==> src/rtl/list_sum_ctrl.sv <==
// Control FSM for a linked-list summation datapath (SUM/NEXT registers, memory).
// Walks nodes value/link pairs from address 0, stopping on a zero link or the node limit.
module list_sum_ctrl #(
  parameter int MAX_NODES = 8,
  parameter int CNT_W     = 5
) (
  input  logic             clk,
  input  logic             rst,
  input  logic             start,
  input  logic             abort,
  input  logic             NEXT_ZERO,
  output logic             SUM_SEL,
  output logic             NEXT_SEL,
  output logic             A_SEL,
  output logic             LD_SUM,
  output logic             LD_NEXT,
  output logic             busy,
  output logic             done,
  output logic             err,
  output logic [CNT_W-1:0] node_count
);

  typedef enum logic [2:0] {
    IDLE = 3'd0,
    INIT = 3'd1,
    ADD  = 3'd2,
    LINK = 3'd3,
    DONE = 3'd4,
    ERR  = 3'd5
  } state_t;

  localparam logic [CNT_W-1:0] CNT_LIMIT = CNT_W'(MAX_NODES);
  localparam logic [CNT_W-1:0] CNT_SAT   = {CNT_W{1'b1}};

  state_t state;
  state_t state_next;

  always_ff @(posedge clk) begin
    if (rst) begin
      state <= IDLE;
    end else begin
      state <= state_next;
    end
  end

  // The ADD increment still lands on an abort cycle, since the datapath loads SUM that cycle too.
  always_ff @(posedge clk) begin
    if (rst) begin
      node_count <= {CNT_W{1'b0}};
    end else begin
      case (state)
        INIT:    node_count <= {CNT_W{1'b0}};
        ADD:     node_count <= (node_count == CNT_SAT) ? node_count
                                                       : node_count + {{(CNT_W-1){1'b0}}, 1'b1};
        default: node_count <= node_count;
      endcase
    end
  end

  always_comb begin
    state_next = state;
    SUM_SEL    = 1'b0;
    NEXT_SEL   = 1'b0;
    A_SEL      = 1'b0;
    LD_SUM     = 1'b0;
    LD_NEXT    = 1'b0;
    busy       = 1'b0;
    done       = 1'b0;
    err        = 1'b0;
    case (state)
      IDLE: begin
        if (start) begin
          state_next = INIT;
        end else begin
          state_next = IDLE;
        end
      end
      INIT: begin
        LD_SUM  = 1'b1;
        LD_NEXT = 1'b1;
        busy    = 1'b1;
        if (abort) begin
          state_next = IDLE;
        end else begin
          state_next = ADD;
        end
      end
      ADD: begin
        SUM_SEL = 1'b1;
        LD_SUM  = 1'b1;
        busy    = 1'b1;
        if (abort) begin
          state_next = IDLE;
        end else begin
          state_next = LINK;
        end
      end
      LINK: begin
        A_SEL    = 1'b1;
        NEXT_SEL = 1'b1;
        LD_NEXT  = 1'b1;
        busy     = 1'b1;
        if (abort) begin
          state_next = IDLE;
        end else if (NEXT_ZERO) begin
          state_next = DONE;
        end else if (node_count >= CNT_LIMIT) begin
          state_next = ERR;
        end else begin
          state_next = ADD;
        end
      end
      DONE: begin
        done       = 1'b1;
        state_next = IDLE;
      end
      ERR: begin
        err        = 1'b1;
        state_next = IDLE;
      end
      default: begin
        state_next = IDLE;
      end
    endcase
  end

endmodule

==> config.mk <==
export PLATFORM = sky130hd
export DESIGN_NAME = list_sum_ctrl
export DESIGN_NICKNAME = d
export VERILOG_FILES = /design/src/rtl/list_sum_ctrl.sv
export SDC_FILE = /design/constraint.sdc
export NUM_CORES = 1
export LEC_CHECK = 0
export CORE_UTILIZATION = 36
export DETAILED_ROUTE_END_ITERATION = 6
export GPL_ROUTABILITY_DRIVEN = 0
export PLACE_DENSITY = 0.7
export SYNTH_ARGS = -nofsm -noshare
export SYNTH_HDL_FRONTEND = slang
export SYNTH_SLANG_ARGS = --single-unit
==> constraint.sdc <==
create_clock -name clk -period 1.8 [get_ports clk]
set_input_delay 0.18 -clock clk [delete_from_list [all_inputs] [get_ports clk]]
set_output_delay 0.18 -clock clk [all_outputs]
set_load 0.01 [all_outputs]
==> out/results.tsv <==
metric	value	unit
yosysWarningCount	0	
avgRoutedWirePerCell	12.2	um
effective_utilization_at_floorplan	0.404	
nNetsFinal	91	
vdd_ir_drop_max	430	uV
report.power.total	395	uW
min-delay-path-class	flip-flop to flip-flop	
mappedNetlistNets	65	
holdPathStages	1	
maxSlewHeadroom	0.660	
placement.io_buffers	17	
drtIter0Drc	5	
grt_first_pass_wirelength	1930	um
worstRegToRegCells	6	
fp.dieH	38.0	um
mostFrequentLayoutCell	sky130_fd_sc_hd__clkdlybuf4s50_1	
io_pins	18	
antenna-diode-count	0	
max_clock_freq	543	MHz
dp.final_hpwl	886	um
worstMarginPinSlew	0.497	ns
timing.final.setup_violations	2	
clkTransAtPathRegs	0.05	ns
cts_setup_buffers	0	
grt_pass1_vias	450	
core_occupancy_in_the_finished_layout	0.673	
unrepaired_setup_endpoints_after_global_routing	true	
maximum_number_of_pins_on_one_net_before_global_route_repair	13	
avgViaCountPerCell	5.06	
worstSkewPairLatency	0.26	ns
clock_tree_buf_depth	2	
floorplan.rows	12	
cts_buffers	3	
synth-seq-cells	8	
dr_total_vias	486	
finalWorstPathRequiredPeriod	1.84	ns
grt_overflow	0	
worst_ep_arrival_time	2.03	ns
yosys.cell_types.count	26	
layout.cells.most_common_list	16 x sky130_fd_sc_hd__clkdlybuf4s50_1, 9 x sky130_fd_sc_hd__buf_4, 4 x sky130_fd_sc_hd__nand3_1, 4 x sky130_fd_sc_hd__a21oi_1, 4 x sky130_fd_sc_hd__dfxtp_1	
finalWorstSetupSlack	-0.0412	ns
synth_largest_type_area_fraction	0.343	
outcome	complete, but fails checks	
tritoncts	built	
htree_levels	1	
power_density	508	nW/um2
fraction_of_layout_cells_with_a_size_suffix_above_1	0.280	
clock_tree.root_cell	sky130_fd_sc_hd__clkbuf_4	
die_ar	1440	um2
post_cts_resize_count	5	
postRouteAntennaNets	0	
filler_cell_count	93	
required	1.99	ns
area_growth	66.8	%
count_of_endpoints_failing_hold_in_the_final_timing_report	0	
core_region_area	1160	um2
start_kind	flip-flop	
cts_hold_repair.buffers	0	
cellLeakagePower	0.296	nW
die_w	38.0	um
firstDrtPassIters	4	
post-route-drc-count	0	
tritoncts_num_sinks	8	
report.final.slew_viol_count	0	
grt_usage	0.200	
final_min_period_over_clock_period	1.02	
yosysSeqAreaShare	0.343	
worst_hold_slack	0.536	ns
final.setup.tns	-0.0754	ns
cap_violations	0	
syn-mean-instance-area	8.19	um2
grt_antenna_before_repair	0	
synth_cells	57	
synthTopCellsByArea	sky130_fd_sc_hd__dfxtp_1 34%, sky130_fd_sc_hd__ha_1 8.0%, sky130_fd_sc_hd__a21oi_1 5.4%	
critPathCaptureType	flip-flop	
critPathKind	flip-flop to flip-flop	
final_wirelength	1170	um
post_synth_instance_area	467	um2
failed_checks	negative setup slack	
post-synth-top-area-cell	sky130_fd_sc_hd__dfxtp_1	
worstPathMaxFanout	5	
final.setup_skew	0.00384	ns
## layout make-up
cell class                      instances  area, um2  area share
Clock buffer                            4       26.3      0.0338
Inverter                                3       11.3      0.0145
Multi-Input combinational cell         41        314       0.404
Sequential cell                         8        173       0.222
Tap cell                               14       17.5      0.0225
Timing Repair Buffer                   26        236       0.304
## per-stage QoR
| step | instance area [um2] | setup WS, ns | std cells |
|---|---|---|---|
| detailed placement | 736 | -0.0659 | 92 |
| finish | 778 | -0.0412 | 96 |
| global placement | 736 | -0.0366 | 92 |
| floorplan | 504 | -0.0998 | 57 |
| CTS | 769 | -0.0472 | 96 |
| global route | 778 | -0.0864 | 96 |
## path summary, 6_finish.rpt
path,startpoint,to,slack (ns)
worst max-delay path,node_count[1],node_count[2],-0.04
worst min-delay path,state[1],state[1],0.54
worst max register to register,node_count[1],node_count[2],-0.04
worst min register to register,state[1],state[1],0.54
## state kept, by name, indices dropped and copies added (netlist names)
register,count
node_count,5
state,3
## power breakdown
group	switching, mW	total, mW	internal [mW]
combinational	0.0269	0.0641	0.0372
sequential	0.00675	0.185	0.179
clock	0.0611	0.146	0.0848
total	0.0948	0.395	0.301
## cell families (layout without fill, tap and decap cells)
group,Yosys count,count (layout),share of synthesized area
AND/OR/NAND/NOR,26,26,0.349
AO/OA/AOI/OAI,12,12,0.153
flip-flops,8,8,0.343
buffers and inverters,8,33,0.0751
adder cells (fa/ha/maj),3,3,0.0804
## critical path: stages, from the launching register on
cell and delay, ns:
sky130_fd_sc_hd__dfxtp_4 0.35, sky130_fd_sc_hd__ha_4 0.15, sky130_fd_sc_hd__and3_4 0.18, sky130_fd_sc_hd__ha_4 0.15, sky130_fd_sc_hd__or4b_4 0.50, sky130_fd_sc_hd__or3_1 0.34, sky130_fd_sc_hd__a21oi_2 0.12
## synthesized netlist by cell type, drive strengths merged
cell type,instances
a2111oi,1
a21oi,6
a31oi,1
and3,1
and3b,2
and4,1
buf,2
clkbuf,3
dfxtp,8
ha,3
inv,3
nand2,3
nand2b,2
nand3,4
nor2,2
nor2b,2
nor3,1
nor3b,2
nor4b,1
o21ai,3
o21bai,1
or3,3
or3b,1
or4b,1
## metal layers
metal | wire [um] | vias to the layer above | global-route usage
met1 | 563 | 218 | 0.233
met4 | 27 | 0 | 0.107
met3 | 54 | 5 | 0.0872
li1 | - | 252 | -
met2 | 524 | 11 | 0.306
met5 | 0 | - | 0
Note: power is estimated with default switching activity, not from simulation.
